`src/rtl/rv_test_monitor.sv`:
```
// Pass/fail monitor for riscv-tests: shadows x3/x26/x27 from the write-back port and
// latches the verdict a fixed settle window after the test signals completion via x26.
module rv_test_monitor #(
    parameter int SETTLE_CYCLES  = 10,
    parameter int TIMEOUT_CYCLES = 100000,
    parameter int CNT_W          = 32
) (
    input  logic             clk,
    input  logic             rst,
    input  logic             wb_en,
    input  logic [4:0]       wb_rd,
    input  logic [31:0]      wb_data,
    output logic             done,
    output logic             pass,
    output logic             fail,
    output logic             timeout,
    output logic [31:0]      fail_testnum,
    output logic [CNT_W-1:0] cycle_count
);

    localparam int SW = (SETTLE_CYCLES > 1) ? $clog2(SETTLE_CYCLES) : 1;
    localparam logic [SW-1:0] SETTLE_LAST = SW'(SETTLE_CYCLES - 1);

    // Shadow slots: 0 -> x3 (test number), 1 -> x26 (done flag), 2 -> x27 (result flag)
    localparam int NSH = 3;
    localparam logic [14:0] SH_IDX_PACK = {5'd27, 5'd26, 5'd3};

    typedef enum logic [1:0] {ST_RUN, ST_SETTLE, ST_DONE, ST_TIMEOUT} state_t;

    state_t           state_reg;
    state_t           state_next;
    logic [31:0]      shadow_reg  [NSH];
    logic [31:0]      shadow_next [NSH];
    logic [SW-1:0]    settle_cnt_reg;
    logic [CNT_W-1:0] cycle_count_reg;
    logic             pass_reg;
    logic [31:0]      fail_testnum_reg;
    logic             trigger;
    logic             settle_last;
    logic             watchdog_hit;
    logic             result_ok;

    // Shadow registers; the _next view bypasses a write presented in the current cycle
    generate
        for (genvar gi = 0; gi < NSH; gi++) begin : g_shadow
            localparam logic [4:0] IDX = SH_IDX_PACK[gi*5 +: 5];

            assign shadow_next[gi] = (wb_en && (wb_rd == IDX)) ? wb_data : shadow_reg[gi];

            always_ff @(posedge clk or negedge rst) begin
                if (!rst) begin
                    shadow_reg[gi] <= '0;
                end else begin
                    shadow_reg[gi] <= shadow_next[gi];
                end
            end
        end
    endgenerate

    // Only a write of x26 in this very cycle can trigger; a stale shadow value never does
    assign trigger     = wb_en && (wb_rd == 5'd26) && (shadow_next[1] == 32'd1);
    assign settle_last = (settle_cnt_reg == SETTLE_LAST);
    assign result_ok   = (shadow_next[2] == 32'd1);

    generate
        if (TIMEOUT_CYCLES != 0) begin : g_wdog
            localparam logic [CNT_W-1:0] TIMEOUT_LAST = CNT_W'(TIMEOUT_CYCLES - 1);
            assign watchdog_hit = (cycle_count_reg == TIMEOUT_LAST);
        end else begin : g_no_wdog
            assign watchdog_hit = 1'b0;
        end
    endgenerate

    always_ff @(posedge clk or negedge rst) begin
        if (!rst) begin
            state_reg <= ST_RUN;
        end else begin
            state_reg <= state_next;
        end
    end

    // A trigger coinciding with watchdog expiry takes priority
    always_comb begin
        state_next = state_reg;
        case (state_reg)
            ST_RUN: begin
                if (trigger) begin
                    state_next = ST_SETTLE;
                end else if (watchdog_hit) begin
                    state_next = ST_TIMEOUT;
                end
            end
            ST_SETTLE: begin
                if (settle_last) begin
                    state_next = ST_DONE;
                end
            end
            default: state_next = state_reg;
        endcase
    end

    always_ff @(posedge clk or negedge rst) begin
        if (!rst) begin
            settle_cnt_reg   <= '0;
            cycle_count_reg  <= '0;
            pass_reg         <= 1'b0;
            fail_testnum_reg <= '0;
        end else begin
            if ((state_reg == ST_RUN || state_reg == ST_SETTLE) && (cycle_count_reg != '1)) begin
                cycle_count_reg <= cycle_count_reg + CNT_W'(1);
            end
            if (state_reg == ST_RUN) begin
                settle_cnt_reg <= '0;
            end else if (state_reg == ST_SETTLE && !settle_last) begin
                settle_cnt_reg <= settle_cnt_reg + SW'(1);
            end
            if (state_reg == ST_SETTLE && settle_last) begin
                pass_reg         <= result_ok;
                fail_testnum_reg <= result_ok ? 32'd0 : shadow_next[0];
            end
        end
    end

    always_comb begin
        done         = (state_reg == ST_DONE);
        pass         = done && pass_reg;
        fail         = done && !pass_reg;
        timeout      = (state_reg == ST_TIMEOUT);
        fail_testnum = fail_testnum_reg;
        cycle_count  = cycle_count_reg;
    end

endmodule

```
`config.mk`:
```
export PLATFORM = sky130hd
export DESIGN_NAME = rv_test_monitor
export DESIGN_NICKNAME = d
export VERILOG_FILES = /design/src/rtl/rv_test_monitor.sv
export SDC_FILE = /design/constraint.sdc
export NUM_CORES = 1
export LEC_CHECK = 0
export BUFFER_PORTS_ARGS = -buffer_cell sky130_fd_sc_hd__buf_2
export CORE_ASPECT_RATIO = 1.5
export CORE_MARGIN = 5
export CORE_UTILIZATION = 40
export DETAILED_ROUTE_END_ITERATION = 12
export PLACE_DENSITY = 0.7
export SETUP_SLACK_MARGIN = 0.15
export SYNTH_ARGS = -nofsm -noshare
export SYNTH_HDL_FRONTEND = slang
export SYNTH_SLANG_ARGS = --single-unit
```
`constraint.sdc`:
```
create_clock -name clk -period 2.4 [get_ports clk]
set_clock_uncertainty 0.05 [all_clocks]
set_input_delay 0.12 -clock clk [delete_from_list [all_inputs] [get_ports clk]]
set_output_delay 0.12 -clock clk [all_outputs]
set_load 0.01 [all_outputs]
```
==> results.yml <==
worst_setup_path:
  cp-startpoint: "settle_cnt_reg[1]"
  critical_path.max_fanout: 22
  required_ps: 2690
  end_kind: "flip-flop"
  critPathSlowestCell: "dfrtp_1"
  r2r_start: "settle_cnt_reg[1]"
  reg2reg_slack_ps: 330
  start_kind: "flip-flop"
  rr_endpoint: "fail_testnum[15]"
  r2r_cells: 8
  path_cells: "inv_1, ha_1, and4b_1, and2b_1, o211a_2, buf_4, o21ai_0, nand2_1"
  crit_arrival_ps: 2360
  path_class: "flip-flop to flip-flop"
  max_stage_delay_ps: 420
logic_synthesis:
  synth_commonest_cells: "dfrtp_1 (135), nand2_1 (77), mux2_2 (57)"
  netlist_area_um2: 5880
  synth_top_cell_area_share: 0.574
  netlist_instances: 503
  yosysSeqAreaShare: 0.574
  synth_flop_cell: "dfrtp_1"
  synth-edff-count: 0
  synth_area_leaders: "dfrtp_1 (57%), mux2_2 (11%), nand2_1 (4.9%)"
  yosysUniqueCellTypes: 45
  synth_top_area_cell: "dfrtp_1"
  synth-async-reset-ratio: 1.00
  avgSynthCellArea_um2: 11.7
  synth-warning-count: 0
  syn_nets: 546
  synth_most_common_cell: "dfrtp_1"
  yosys_register_bits: 135
route:
  top_layer: "met4"
  drc: 0
  antenna_left: 0
  wirelength_um: 14300
  wl_met1_um: 5870
  drt_pass1_iterations: 4
  wl_per_cell_um: 16.7
  route.met3.wl_um: 695
  met2_length_um: 7450
  drtIter0Drc: 144
  viasPerCell: 5.19
  via_count: 4458
power_and_ir_drop:
  peakVddDrop_mv: 0.389
  powerDensity_nw_per_um2: 747
  power_w: 0.00566
  p_leak_nw: 3.82
timing:
  worst_slack_ps: 333
  setup_tns_ps: 0
  rsz0062_at_grt: "no"
  timing.hold.ws_ps: 168
  tightest_slew_ps: 594
  drv_slew: 0
  hold_viol_final: 0
  maxSlewHeadroom: 0.601
  min_period_ps: 2070
  period_share: 0.861
  fmax_mhz: 484
  setup_viol_count_final: 0
job:
  cap_viol_max_count: 0
placed_design:
  io_buffers: 107
  place_ws_ps: 324
  hpwl_um: 9940
  gp_congestion: 0.885
layout:
  finalCoreUtilization: 0.522
  regArea_um2: 3380
  fillers: 1228
  largest_reg_flops: 64
  multi_input_area_um2: 2390
  diodes: 0
  drive_gt1_frac: 0.332
  area_growth_syn_to_layout_pct: 29.0
  fin_nets: 693
floorplan:
  rows: 54
  die-area_um2: 17300
  die_h_um: 159
  io_pins: 108
  coreArea_um2: 14500
  initial_core_util: 0.405
  die_x_um: 109
min_path:
  min_from: "wb_rd[0]"
  hold-path-cell-count: 4
  hold_class: "primary input to flip-flop"
  whs_endpoint: "state_reg[0]"
global_routing:
  grt_pass1_wl_um: 23200
  grt_max_degree: 70
  antenna_found_initial: 0
  grt_pass1_vias: 4739
  grt.overflow.total: 0
  track_usage: 0.171
outcome:
  outcome: "complete, no violations"
clock_tree:
  cts.clk_slew.worst_paths_ps: 60
  cts_buffers: 17
  post_cts_buffers: 0
  cts_max_level: 4
  clk_latency_ps: 410
  clockBufferDepth: 2
  cts_tree: "built"
  cts.sinks: 135
  root_buffer: "clkbuf_16"
## worst max path at each step
stage | cells after the start | slack (ps) | endpoint
finish | 8 | 330 | fail_testnum[15]
CTS | 8 | 280 | fail_testnum[15]
global placement | 8 | 430 | fail_testnum[13]
floorplan | 6 | 640 | cycle_count[1]
global route | 8 | 160 | fail_testnum[15]
detailed placement | 8 | 320 | fail_testnum[15]
## per-layer routing
| metal | track usage | up-vias |
|---|---|---|
| met4 | 0.0728 | 0 |
| li1 | - | 2073 |
| met5 | 0 | - |
| met3 | 0.0365 | 29 |
| met1 | 0.197 | 2218 |
| met2 | 0.304 | 138 |
## report_power, final
| group | total (W) | internal, W | switching [W] |
|---|---|---|---|
| Sequential | 0.00262 | 0.00252 | 0.000101 |
| Combinational | 0.000497 | 0.000270 | 0.000227 |
| Clock | 0.00255 | 0.00147 | 0.00108 |
## area by class of cell
cell class | instances | share of cell area
Sequential cell | 135 | 0.445
Multi-Input combinational cell | 342 | 0.315
Timing Repair Buffer | 150 | 0.128
Clock buffer | 17 | 0.0561
Tap cell | 196 | 0.0323
Clock inverter | 15 | 0.0214
Inverter | 4 | 0.00198
## repair_timing
action / in CTS / in global routing
hold buffers: 33 / 0
setup endpoints to repair: 0 / 12
hold endpoints to repair: 108 / 0
gates resized for setup: 0 / 1
## worst max-delay path, delay by kind of cell (launching register included)
family,cells,cell delay (ps)
and+or+nand+nor,3,510
AOI/OAI and AO/OA,2,490
DFF,1,420
buffers and inverters,2,360
adders and majority gates,1,150
## cell families (layout without fill, tap and decap cells)
logic type | Yosys count | in the layout | share of synthesized area
multiplexers | 65 | 65 | 0.125
adder cells (fa/ha/maj) | 3 | 3 | 0.00638
AO/OA/AOI/OAI | 48 | 48 | 0.0487
buffers and inverters | 26 | 186 | 0.0194
AND/OR/NAND/NOR | 196 | 196 | 0.181
XOR/XNOR | 30 | 30 | 0.0447
flip-flops | 135 | 135 | 0.574
## stage by stage
stage               cells  instance area [um^2]
floorplan             503                  5880
global placement      794                  6670
detailed placement    794                  6670
CTS                   859                  7590
global route          859                  7590
finish                859                  7590
## layout by cell type (no fill, tap or decap), types with 11 or more instances in the layout
| cell type | n |
|---|---|
| dfrtp_1 | 135 |
| buf_2 | 106 |
| nand2_1 | 77 |
| mux2_2 | 57 |
| dlygate4sd3_1 | 33 |
| o21ai_0 | 31 |
| nor4_1 | 19 |
| clkbuf_16 | 17 |
| nor2_1 | 16 |
| xnor2_1 | 16 |
| nand3_1 | 15 |
| xor2_1 | 14 |
| nand4_1 | 14 |
| and3_1 | 11 |
Note: power is estimated with default switching activity, not from simulation.
